## config.mk

```make
export PLATFORM = sky130hd
export DESIGN_NAME = cache_bus_arbiter
export DESIGN_NICKNAME = d
export VERILOG_FILES = /design/src/rtl/cache_bus_arbiter.sv
export SDC_FILE = /design/constraint.sdc
export NUM_CORES = 1
export LEC_CHECK = 0
export ABC_AREA = 1
export BUFFER_PORTS_ARGS = -buffer_cell sky130_fd_sc_hd__buf_2
export CAP_MARGIN = 40
export CORE_AREA = 2 2 118 120
export DETAILED_ROUTE_END_ITERATION = 10
export DIE_AREA = 0 0 120 122
export RECOVER_POWER = 25
export SYNTH_ARGS = -nofsm -noshare
export SYNTH_HDL_FRONTEND = slang
export SYNTH_SLANG_ARGS = --single-unit
```

## constraint.sdc

```tcl
create_clock -name clk -period 11.6 [get_ports clk]
set_input_delay 2.32 -clock clk [delete_from_list [all_inputs] [get_ports clk]]
set_output_delay 2.32 -clock clk [all_outputs]
set_load 0.02 [all_outputs]
```

## src/rtl/cache_bus_arbiter.sv

```systemverilog
// cache_bus_arbiter
// Merges PORT_NUM cache-side burst ports onto one downstream burst master.
// One transaction is in flight at a time: request, then data, then
// completion (for writes).
//
// Ports:
//   clk, rst                       clock, synchronous active-high reset
//   req_valid_i/req_ready_o        per-port request handshake (ready is one-hot)
//   req_write_i/addr_i/len_i       per-port request fields (len = beats-1)
//   wvalid_i/wdata_i/wready_o      per-port write beat channel
//   rvalid_o/rlast_o/rdata_o       read beats routed to the owner (data broadcast)
//   wdone_o                        one-cycle write completion pulse to the owner
//   m_req_*                        downstream request channel
//   m_w*                           downstream write beat channel (m_wlast_o generated here)
//   m_r*, m_bvalid_i               downstream read beats and write response
//   grant_o                        index of the current/last owner
//   busy_o                         high whenever a transaction is in progress
module cache_bus_arbiter #(
  parameter int PORT_NUM = 2,
  parameter int ADDR_W   = 32,
  parameter int DATA_W   = 32,
  parameter int LEN_W    = 8,
  parameter int RR_EN    = 1
) (
  input  logic                                                clk,
  input  logic                                                rst,
  input  logic [PORT_NUM-1:0]                                 req_valid_i,
  input  logic [PORT_NUM-1:0]                                 req_write_i,
  input  logic [PORT_NUM*ADDR_W-1:0]                          req_addr_i,
  input  logic [PORT_NUM*LEN_W-1:0]                           req_len_i,
  output logic [PORT_NUM-1:0]                                 req_ready_o,
  input  logic [PORT_NUM-1:0]                                 wvalid_i,
  input  logic [PORT_NUM*DATA_W-1:0]                          wdata_i,
  output logic [PORT_NUM-1:0]                                 wready_o,
  output logic [PORT_NUM-1:0]                                 rvalid_o,
  output logic [PORT_NUM-1:0]                                 rlast_o,
  output logic [DATA_W-1:0]                                   rdata_o,
  output logic [PORT_NUM-1:0]                                 wdone_o,
  output logic                                                m_req_valid_o,
  input  logic                                                m_req_ready_i,
  output logic                                                m_req_write_o,
  output logic [ADDR_W-1:0]                                   m_req_addr_o,
  output logic [LEN_W-1:0]                                    m_req_len_o,
  output logic                                                m_wvalid_o,
  input  logic                                                m_wready_i,
  output logic [DATA_W-1:0]                                   m_wdata_o,
  output logic                                                m_wlast_o,
  input  logic                                                m_rvalid_i,
  input  logic [DATA_W-1:0]                                   m_rdata_i,
  input  logic                                                m_rlast_i,
  input  logic                                                m_bvalid_i,
  output logic [((PORT_NUM > 1) ? $clog2(PORT_NUM) : 1)-1:0]  grant_o,
  output logic                                                busy_o
);

  localparam int GW = (PORT_NUM > 1) ? $clog2(PORT_NUM) : 1;

  typedef enum logic [2:0] {IDLE, ADDR, RDATA, WDATA, WRESP} state_t;

  state_t              state;
  logic [GW-1:0]       grant_q;
  logic [GW-1:0]       rr_ptr;
  // One extra bit so a len of 2^LEN_W-1 cannot wrap into an early last.
  logic [LEN_W:0]      beat_cnt;
  logic                lat_write;
  logic [ADDR_W-1:0]   lat_addr;
  logic [LEN_W-1:0]    lat_len;

  logic                win_found;
  logic [GW-1:0]       win_idx;
  logic [GW-1:0]       rr_next;
  logic                win_write;
  logic [ADDR_W-1:0]   win_addr;
  logic [LEN_W-1:0]    win_len;
  logic                can_grant;
  logic [DATA_W-1:0]   wdata_sel;
  logic                wvalid_sel;
  logic                last_beat;

  // Arbitration: scan from rr_ptr (round-robin) or from 0 (fixed priority),
  // wrapping by subtraction so non-power-of-2 port counts work.
  always_comb begin
    int cand;
    win_found = 1'b0;
    win_idx   = '0;
    cand      = 0;
    for (int i = 0; i < PORT_NUM; i++) begin
      cand = (RR_EN != 0) ? int'(rr_ptr) + i : i;
      if (cand >= PORT_NUM) cand = cand - PORT_NUM;
      if (!win_found && req_valid_i[GW'(cand)]) begin
        win_found = 1'b1;
        win_idx   = GW'(cand);
      end
    end
  end

  assign rr_next   = (win_idx == GW'(PORT_NUM - 1)) ? '0 : win_idx + 1'b1;
  assign can_grant = (state == IDLE) && win_found && !rst;

  // Field muxes for the arbitration winner and the current owner.
  always_comb begin
    win_write  = 1'b0;
    win_addr   = '0;
    win_len    = '0;
    wdata_sel  = '0;
    wvalid_sel = 1'b0;
    for (int i = 0; i < PORT_NUM; i++) begin
      if (GW'(i) == win_idx) begin
        win_write = req_write_i[i];
        win_addr  = req_addr_i[i*ADDR_W +: ADDR_W];
        win_len   = req_len_i[i*LEN_W +: LEN_W];
      end
      if (GW'(i) == grant_q) begin
        wdata_sel  = wdata_i[i*DATA_W +: DATA_W];
        wvalid_sel = wvalid_i[i];
      end
    end
  end

  assign last_beat = (beat_cnt == {1'b0, lat_len});

  // Request fields captured at grant; outputs are gated by state so they
  // need no reset.
  always_ff @(posedge clk) begin
    if (state == IDLE && win_found) begin
      lat_write <= win_write;
      lat_addr  <= win_addr;
      lat_len   <= win_len;
    end
  end

  // Transaction FSM
  always_ff @(posedge clk) begin
    if (rst) begin
      state    <= IDLE;
      grant_q  <= '0;
      rr_ptr   <= '0;
      beat_cnt <= '0;
      wdone_o  <= '0;
    end else begin
      wdone_o <= '0;
      case (state)
        IDLE: begin
          if (win_found) begin
            grant_q <= win_idx;
            rr_ptr  <= rr_next;
            state   <= ADDR;
          end
        end
        ADDR: begin
          if (m_req_ready_i) begin
            beat_cnt <= '0;
            state    <= lat_write ? WDATA : RDATA;
          end
        end
        RDATA: begin
          if (m_rvalid_i) begin
            beat_cnt <= beat_cnt + 1'b1;
            if (m_rlast_i) state <= IDLE;
          end
        end
        WDATA: begin
          if (wvalid_sel && m_wready_i) begin
            beat_cnt <= beat_cnt + 1'b1;
            if (last_beat) state <= WRESP;
          end
        end
        WRESP: begin
          if (m_bvalid_i) begin
            wdone_o[grant_q] <= 1'b1;
            state            <= IDLE;
          end
        end
        default: state <= IDLE;
      endcase
    end
  end

  // Output routing: everything toward upstream ports is zero outside the
  // state that owns that path.
  always_comb begin
    req_ready_o = '0;
    wready_o    = '0;
    rvalid_o    = '0;
    rlast_o     = '0;
    rdata_o     = '0;
    m_wvalid_o  = 1'b0;
    m_wdata_o   = '0;
    m_wlast_o   = 1'b0;
    if (can_grant) req_ready_o[win_idx] = 1'b1;
    if (state == RDATA) begin
      rvalid_o[grant_q] = m_rvalid_i;
      rlast_o[grant_q]  = m_rlast_i;
      rdata_o           = m_rdata_i;
    end
    if (state == WDATA) begin
      m_wvalid_o        = wvalid_sel;
      m_wdata_o         = wdata_sel;
      m_wlast_o         = last_beat;
      wready_o[grant_q] = m_wready_i;
    end
  end

  assign m_req_valid_o = (state == ADDR);
  assign m_req_write_o = (state == ADDR) && lat_write;
  assign m_req_addr_o  = (state == ADDR) ? lat_addr : '0;
  assign m_req_len_o   = (state == ADDR) ? lat_len : '0;
  assign grant_o       = grant_q;
  assign busy_o        = (state != IDLE);

  // Downstream ended a read burst with a beat count different from the
  // requested length; the transaction still completes.
  a_rlast_len: assert property (@(posedge clk) disable iff (rst)
    (state == RDATA && m_rvalid_i && m_rlast_i) |-> (beat_cnt == {1'b0, lat_len}));

endmodule

```

==> key figures, run 1 <==
Synth
  • Sequential area share after synthesis: 0.382
  • Avg Cell Area, Syn: 6.88 um^2
  • Synth unique cells: 32
  • Synth Warn #: 0
  • Synth Register Bits: 57
  • Mapped Cells: 591
  • Post-Syn Area: 0.00407 mm^2
  • Post-Syn Nets: 781

Timing
  • Fin Setup TNS: 0 ns
  • Slew headroom: -0.508
  • Unrepaired setup endpoints after global routing: false
  • Pins Over Slew Limit: 82
  • Final Hold Vio Count: 0
  • Slew @ Worst Pin: 2.26 ns
  • # setup viols final: 0
  • Fmax: 140 MHz
  • Clk_skew: 0.00593 ns
  • Final period utilization: 0.618
  • Period minus WS final: 7.17 ns
  • Hold slack: 0.498 ns

GRT
  • Largest net degree at the start of global routing: 43
  • All-Layer GR Usage: 0.170
  • GRT Residual Overflow: 0
  • First-pass GRT wire length: 19700 um
  • Initial antenna violation count: 0
  • Vias in the first global route: 4095

Clock network
  • CTS clk-pin slew, worst paths: 0.05 ns
  • CTS tree: done
  • CTS resizes: 0
  • Worst-Skew Late Latency: 0.33 ns
  • CTS H-tree lvls: 3
  • Inserted Clock Buffers: 9
  • Post-CTS setup buffer count: 0
  • Clock buffer depth: 2
  • Hold-fix buffer count after cts: 0
  • CTS Sinks: 57
  • Clock root buffer: clkbuf_16

Pwr
  • Worst vdd ir: 0.000100 V
  • Sequential share of power: 0.283
  • Clock power frac: 0.245
  • Power Density: 173 mW/mm^2
  • Int Pwr: 0.000602 W
  • Leakage Power: 3.71 nW
  • Combinational power share: 0.471
  • Net Sw Power: 0.000445 W
  • Sw Share: 0.425

Floorplan
  • # rows: 43
  • Starting Density: 0.301
  • Die Footprint: 0.0146 mm^2
  • Die H: 122 um
  • I/O Pins: 309
  • Core area: 0.0135 mm^2
  • Die Wd: 120 um

Routing
  • DRC: 0
  • DRT iter0 DRCs: 142
  • DRT Pass-1 Iters: 4
  • Vias post-DR: 4504
  • Overall routed net length: 13200 um
  • DR vias/cell: 4.19
  • Final ANT Viol Nets: 0
  • Routed WL per cell: 12.3 um

Critical path
  • Critical path cell sequence: clkbuf_1, inv_1, nor2_4, clkbuf_1, inv_2, nor2_1, inv_1, nor2_1, buf_2
  • Crit path max-delay family: buffers and inverters
  • Worst setup path class: primary input to output pin
  • CP max stage delay: 1.60 ns
  • Worst path slowest cell: clkbuf_1
  • Crit path capture type: output pin
  • Worst Path Max Fanout: 42
  • CP arrival: 4.85 ns
  • Required time at the worst-slack endpoint: 9.28 ns
  • Buffers & Inverters on Critical Path: 6
  • CP Launch Type: primary input

Outcome
  • Violated checks: max-capacitance violations, max-slew violations
  • Outcome: finished, violations left

Finish
  • Layout Nets: 1079
  • Diodes inserted: 0
  • Share of cells above drive strength 1: 0.440
  • Commonest cells after routing, fill and taps aside: 304 x buf_2, 170 x nand2_1, 125 x inv_1, 95 x nor2_1
  • Layout area overhead: 48.6%
  • Commonest non-fill, non-tap cell in the layout: buf_2
  • # fillers: 1428
  • Final Core Density: 0.448

Placement
  • IO Port Bufs: 307
  • Final HPWL DP: 10300 um
  • GP Congestion: 0.802

Flow run
  • Max Cap Viol: 2

Worst hold path
  • Class of the worst hold path: flop to flop
metal layers:
layer	track usage	up-vias	wire (um)
met5	0	-	0
met4	0.0581	0	200
met3	0.0534	15	1230
met2	0.300	195	6410
met1	0.195	1929	5400
li1	-	2365	-
cell usage after synthesis (all sizes together):
master | count | share of area
a211oi | 1 | 0.0018
a21oi | 15 | 0.024
buf | 11 | 0.015
clkbuf | 13 | 0.012
dfxtp | 16 | 0.079
edfxtp | 41 | 0.30
ha | 1 | 0.0031
inv | 134 | 0.12
mux2 | 41 | 0.11
nand2 | 182 | 0.18
nand3 | 15 | 0.020
nand3b | 1 | 0.0018
nand4 | 2 | 0.0031
nor2 | 98 | 0.093
nor3 | 10 | 0.012
nor3b | 1 | 0.0018
nor4 | 1 | 0.0015
o21ai | 4 | 0.0058
xnor2 | 1 | 0.0022
xor2 | 3 | 0.0065
cell families after synthesis:
kind of cell             share of synthesized area
multiplexers                                 0.114
buffers and inverters                        0.152
AO/OA/AOI/OAI                               0.0317
XOR/XNOR                                   0.00862
AND/OR/NAND/NOR                              0.310
flip-flops                                   0.382
adder cells (fa/ha/maj)                    0.00308
power groups by stage:
stage	clock network (W)	logic (W)	registers, W
3_3_place_gp	0	0.000491	0.000297
5_1_grt	0.000271	0.000552	0.000302
3_5_place_dp	0	0.000501	0.000299
6_report	0.000257	0.000494	0.000297
2_1_floorplan	0	0.000336	0.000297
4_1_cts	0.000261	0.000504	0.000295
stage by stage:
| step | power [W] | cell area, um^2 | setup WS (ns) | cells |
|---|---|---|---|---|
| finish | 0.00105 | 6040 | 4.43 | 1074 |
| global route | 0.00113 | 6040 | 4.10 | 1074 |
| CTS | 0.00106 | 6070 | 5.64 | 1074 |
| detailed placement | 0.000800 | 5780 | 5.65 | 1058 |
| global placement | 0.000789 | 5740 | 5.64 | 1056 |
| floorplan | 0.000634 | 4070 | 4.52 | 591 |
tightest hold or removal path, stage by stage, from the launching register on:
cell and delay, ns:
dfxtp_1 0.32, nand2_1 0.06, a21oi_1 0.06
sequential cells by signal, indices dropped and copies added (netlist names):
register and count:
beat_cnt 9, grant_o 1, lat_addr 32, lat_len 8
lat_write 1, rr_ptr 1, state 3, wdone_o 2
area by class of cell:
cell class                      count  area [um^2]  share of cell area
Clock buffer                       10          229              0.0379
Sequential cell                    57         1550               0.257
Inverter                          134          505              0.0836
Timing Repair Buffer              311         1570               0.259
Clock inverter                      6         58.8             0.00973
Tap cell                          180          225              0.0373
Multi-Input combinational cell    376         1910               0.315
final timing paths:
check        slack, ns        endpoint            from  cells after the start
max               4.43  req_ready_o[0]  req_valid_i[0]                      9
min               0.50          rr_ptr          rr_ptr                      2
max reg2reg       8.57          rr_ptr        state[0]                      8
min reg2reg       0.50          rr_ptr          rr_ptr                      2
(Power assumes the default switching activity.)
==> inputs of run 2 (changes only) <==
--- a/config.mk
+++ b/config.mk
@@ -8,9 +8,9 @@
 export ABC_AREA = 1
 export BUFFER_PORTS_ARGS = -buffer_cell sky130_fd_sc_hd__buf_2
 export CAP_MARGIN = 40
-export CORE_AREA = 2 2 118 120
+export CORE_AREA = 2 2 121 123
 export DETAILED_ROUTE_END_ITERATION = 10
-export DIE_AREA = 0 0 120 122
+export DIE_AREA = 0 0 123 125
 export RECOVER_POWER = 25
 export SYNTH_ARGS = -nofsm -noshare
 export SYNTH_HDL_FRONTEND = slang
==> constraint.sdc (replaced) <==
create_clock -name clk -period 6.4 [get_ports clk]
set_input_delay 1.28 -clock clk [delete_from_list [all_inputs] [get_ports clk]]
set_output_delay 1.28 -clock clk [all_outputs]
set_load 0.02 [all_outputs]
==> run 2 against run 1 <==
The flow still finishes with violations (max-capacitance violations, max-slew violations). First-iteration DRC count up 29%. Wire length down 0.28%. Sequential power is 80% higher. Final cell count increased by 0.37%. Clock skew decreased by 0.00099 ns. Via count about the same. Die area is 5.0% higher. Register-to-register slack got worse by 4.8 ns. Critical path type unchanged. Highest routed layer unchanged.
==> key figures, run 2 (same netlist as run 1, synthesis figures left out) <==
Finish
  • Share of cells above drive strength 1: 0.441
  • Commonest non-fill, non-tap cell in the layout: buf_2
  • Fin cells: 1078
  • Largest reg by FF count: lat_addr
  • Final Core Density: 0.425
  • Regs by FF count: lat_addr (32), beat_cnt (9), lat_len (8)
  • Max reg flops: 32
  • Diodes inserted: 0
  • Layout Nets: 1079
  • Layout area overhead: 48.4%
  • Commonest cells after routing, fill and taps aside: 304 x buf_2, 171 x nand2_1, 125 x inv_1, 95 x nor2_1

Clock network
  • CTS Sinks: 57
  • CTS tree: done
  • CTS H-tree lvls: 3
  • Inserted Clock Buffers: 9
  • CTS clk-pin slew, worst paths: 0.05 ns
  • Hold-fix buffer count after cts: 0
  • Worst-Skew Late Latency: 0.33 ns
  • CTS resizes: 0
  • Clock buffer depth: 2
  • Post-CTS setup buffer count: 0
  • Clock root buffer: clkbuf_16

Critical path
  • Worst setup path class: primary input to output pin
  • Reg2Reg Depth: 3
  • Buffers & Inverters on Critical Path: 6
  • Worst path depth: 9
  • CP arrival: 2.53 ns
  • Critical path cell sequence: buf_2, inv_1, nor2_4, buf_4, inv_2, nor2_1, inv_1, nor2_1, buf_2
  • Worst path slowest cell: buf_4
  • CP max stage delay: 0.45 ns
  • Worst Path Max Fanout: 42
  • R2R Setup Slk: 3.74 ns
  • Required time at the worst-slack endpoint: 5.12 ns
  • Crit path max-delay family: buffers and inverters
  • Crit path capture type: output pin
  • CP Launch Type: primary input

Placement
  • Placed insts: 1062
  • GP Congestion: 0.759
  • IO Port Bufs: 307
  • Final HPWL DP: 10400 um

Floorplan
  • Core area: 0.0142 mm^2
  • Die Wd: 123 um
  • # rows: 44
  • I/O Pins: 309
  • Die H: 125 um
  • Die Footprint: 0.0154 mm^2
  • Starting Density: 0.286

Timing
  • Pins Over Slew Limit: 39
  • Fin Setup TNS: 0 ns
  • Unrepaired setup endpoints after global routing: false
  • Clk_skew: 0.00494 ns
  • Slew @ Worst Pin: 1.97 ns
  • Fmax: 263 MHz
  • Period minus WS final: 3.81 ns
  • # setup viols final: 0
  • Final period utilization: 0.595
  • Slew headroom: -0.312
  • Final Hold Vio Count: 0

Outcome
  • Outcome: finished, violations left
  • Violated checks: max-capacitance violations, max-slew violations

Routing
  • DR top layer: met4
  • Routed WL per cell: 12.2 um
  • Overall routed net length: 13200 um
  • Final ANT Viol Nets: 0
  • Vias post-DR: 4500
  • WL met1: 5510 um
  • Met2 WL: 6290 um
  • DRT iter0 DRCs: 183
  • Met3 WL post-DR: 1280 um
  • DRT Pass-1 Iters: 7
  • DR vias/cell: 4.17
  • DRC: 0

GRT
  • Vias in the first global route: 4017
  • Initial antenna violation count: 0
  • First-pass GRT wire length: 19500 um
  • GRT Residual Overflow: 0
  • All-Layer GR Usage: 0.162
  • Largest net degree at the start of global routing: 43

Worst hold path
  • Class of the worst hold path: flop to flop
  • Hold Path Depth: 2

Flow run
  • Max Cap Viol: 1

Pwr
  • Leakage Power: 3.69 nW
  • Worst vdd ir: 0.000153 V
  • Power Density: 309 mW/mm^2
==> run 2: final cells by class <==
cell class,count,area [um^2]
multi-input cells,376,1900
well taps,184,230
flip-flops and latches,57,1550
clock inverters,7,47.5
clock buffers,9,225
repair buffers,311,1570
inverters,134,505
fillers,1546,8170
==> run 2: layer usage <==
metal  GRT usage  up-vias
met2       0.289      203
met3      0.0447       11
li1            -     2360
met1       0.190     1926
met5           0        -
met4      0.0428        0
==> run 2: per-stage QoR <==
stage / total power [W] / instance area (um^2) / setup WS, ns / hold WS, ns
after floorplan: 0.00115 / 4070 / 1.40 / 0.459
after global placement: 0.00144 / 5750 / 2.56 / 0.493
after detailed placement: 0.00146 / 5790 / 2.55 / 0.497
after CTS: 0.00190 / 6060 / 2.55 / 0.502
after global routing: 0.00199 / 6030 / 2.39 / 0.520
final: 0.00187 / 6030 / 2.59 / 0.487
==> run 2: final timing paths <==
check / start / endpoint
max: req_valid_i[0] / req_ready_o[0]
min: rr_ptr / rr_ptr
max reg2reg: rr_ptr / lat_addr[3]
min reg2reg: rr_ptr / rr_ptr
==> run 2: power by group <==
group	switching (W)	internal, W	total (W)
Sequential	0.0000328	0.000501	0.000534
Combinational	0.000608	0.000291	0.000900
Clock	0.000174	0.000260	0.000434
==> run 2: worst min-delay path: stages (launching register included) <==
cell     delay [ns]
dfxtp_1        0.32
nand2_1        0.06
a21oi_1        0.05
==> inputs of run 3 (changes only) <==
--- a/config.mk
+++ b/config.mk
@@ -8,9 +8,9 @@
 export ABC_AREA = 1
 export BUFFER_PORTS_ARGS = -buffer_cell sky130_fd_sc_hd__buf_2
 export CAP_MARGIN = 40
-export CORE_AREA = 2 2 121 123
+export CORE_AREA = 2 2 119 121
 export DETAILED_ROUTE_END_ITERATION = 10
-export DIE_AREA = 0 0 123 125
+export DIE_AREA = 0 0 121 123
 export RECOVER_POWER = 25
 export SYNTH_ARGS = -nofsm -noshare
 export SYNTH_HDL_FRONTEND = slang
==> constraint.sdc (replaced) <==
create_clock -name clk -period 3.8 [get_ports clk]
set_input_delay 0.76 -clock clk [delete_from_list [all_inputs] [get_ports clk]]
set_output_delay 0.76 -clock clk [all_outputs]
set_load 0.02 [all_outputs]
==> run 3 against run 2 <==
Worst hold slack gained 0.011 ns. Global-route usage about the same. The run still ends with max-capacitance violations, max-slew violations left. Via count down 1.6%. Flip-flop and latch count unchanged. Register-to-register slack worse by 2.9 ns.
==> key figures, run 3 (same netlist as run 1, synthesis figures left out) <==
Outcome
  • Outcome: finished, violations left
  • Violated checks: max-capacitance violations, max-slew violations

Critical path
  • Worst R2R End: lat_len[6]
  • R2R Setup Slk: 0.85 ns
  • CP Launch Type: flop
  • Required time at the worst-slack endpoint: 3.70 ns
  • Critical path startpoint: state[1]
  • Crit path capture type: flop
  • Worst setup path class: flop to flop
  • Reg2Reg Depth: 4
  • RR Startpoint: state[1]
  • CP arrival: 2.85 ns
  • Worst Path Max Fanout: 41

Routing
  • Final ANT Viol Nets: 0
  • DRT Pass-1 Iters: 4
  • DR vias/cell: 4.12
  • Routed WL per cell: 12.1 um
  • Overall routed net length: 13000 um
  • DRT iter0 DRCs: 137
  • DRC: 0
  • Vias post-DR: 4428

Finish
  • Share of cells above drive strength 1: 0.437
  • # fillers: 1438
  • Diodes inserted: 0
  • Commonest non-fill, non-tap cell in the layout: buf_2
  • Max reg flops: 32
  • Largest reg by FF count: lat_addr
  • Commonest cells after routing, fill and taps aside: 303 x buf_2, 170 x nand2_1, 125 x inv_1, 96 x nor2_1, 41 x edfxtp_1
  • Layout area overhead: 49.2%
  • Layout Nets: 1080
  • Final Core Density: 0.446
  • Regs by FF count: lat_addr (32), beat_cnt (9), lat_len (8)

Placement
  • GP Congestion: 0.784
  • Final HPWL DP: 10400 um
  • IO Port Bufs: 307
  • Placement Setup Slack: 1.26 ns

Flow run
  • Max Cap Viol: 2

Timing
  • Final period utilization: 0.777
  • Fin Setup TNS: 0 ns
  • Pins Over Slew Limit: 84
  • Fmax: 339 MHz
  • Slew headroom: -0.469
  • Unrepaired setup endpoints after global routing: false
  • Slew @ Worst Pin: 2.20 ns
  • Worst setup margin: 0.848 ns
  • # setup viols final: 0
  • Final Hold Vio Count: 0
  • Clk_skew: 0.00427 ns
  • Period minus WS final: 2.95 ns

GRT
  • GRT Residual Overflow: 0
  • Vias in the first global route: 4011
  • First-pass GRT wire length: 19000 um
  • Largest net degree at the start of global routing: 42
  • Initial antenna violation count: 0
  • All-Layer GR Usage: 0.162

Floorplan
  • Die H: 123 um
  • Starting Density: 0.299
  • Core area: 0.0136 mm^2
  • Die Footprint: 0.0149 mm^2
  • I/O Pins: 309
  • Die Wd: 121 um
  • # rows: 43

Clock network
  • CTS H-tree lvls: 3
  • Inserted Clock Buffers: 9
  • CTS clk-pin slew, worst paths: 0.05 ns
  • CTS tree: done
  • Clock buffer depth: 2
  • CTS Sinks: 57
  • Worst-Skew Late Latency: 0.32 ns
  • Hold-fix buffer count after cts: 0
  • Post-CTS setup buffer count: 0
  • CTS resizes: 0
  • Clock root buffer: clkbuf_16

Worst hold path
  • Hold Path End: rr_ptr
  • Hold Startpoint: rr_ptr
  • Class of the worst hold path: flop to flop
  • Hold Path Depth: 2

Pwr
  • Worst vdd ir: 0.000281 V
  • Design Power: 0.00325 W
  • Power Density: 536 mW/mm^2
  • Leakage Power: 3.72 nW
==> run 3: worst max path at each step <==
| stage | end | slack [ns] |
|---|---|---|
| after floorplan | req_ready_o[0] | 0.53 |
| after global placement | req_ready_o[0] | 1.29 |
| after detailed placement | req_ready_o[0] | 1.26 |
| after CTS | req_ready_o[0] | 1.09 |
| after global routing | lat_len[6] | 0.63 |
| final | lat_len[6] | 0.85 |
==> run 3: power by group <==
part | total (W) | internal, W | switching, W
clock network | 0.000846 | 0.000572 | 0.000274
registers | 0.000907 | 0.000851 | 0.0000566
logic | 0.00150 | 0.000485 | 0.00101
==> run 3: metrics by stage <==
stage / instance area (um^2) / hold WS, ns / instances
2_1_floorplan: 4070 / 0.459 / 591
3_3_place_gp: 5760 / 0.496 / 1058
3_5_place_dp: 5780 / 0.498 / 1059
4_1_cts: 6090 / 0.512 / 1075
5_1_grt: 6070 / 0.522 / 1075
6_report: 6070 / 0.498 / 1075
==> run 3: worst max-delay path, stage by stage, from the launching register on <==
cell      delay (ns)
dfxtp_1         0.35
nor2_1          0.22
nand2_1         0.14
nor2_1          0.19
clkbuf_1        1.59
==> run 3: area by class of cell <==
cell class                      instances  area [um^2]  area share
Inverter                              134          505      0.0833
Sequential cell                        57         1550       0.256
Tap cell                              180          225      0.0371
Multi-Input combinational cell        376         1900       0.313
Timing Repair Buffer                  312         1570       0.259
Clock buffer                           11          233      0.0384
Clock inverter                          5         80.1      0.0132
==> run 3: layer usage <==
metal / vias up / global-route usage / routed length [um]
met2: 206 / 0.297 / 6470
met1: 1852 / 0.183 / 5190
li1: 2362 / - / -
met4: 0 / 0.0327 / 91
met3: 8 / 0.0544 / 1290
met5: - / 0 / 0
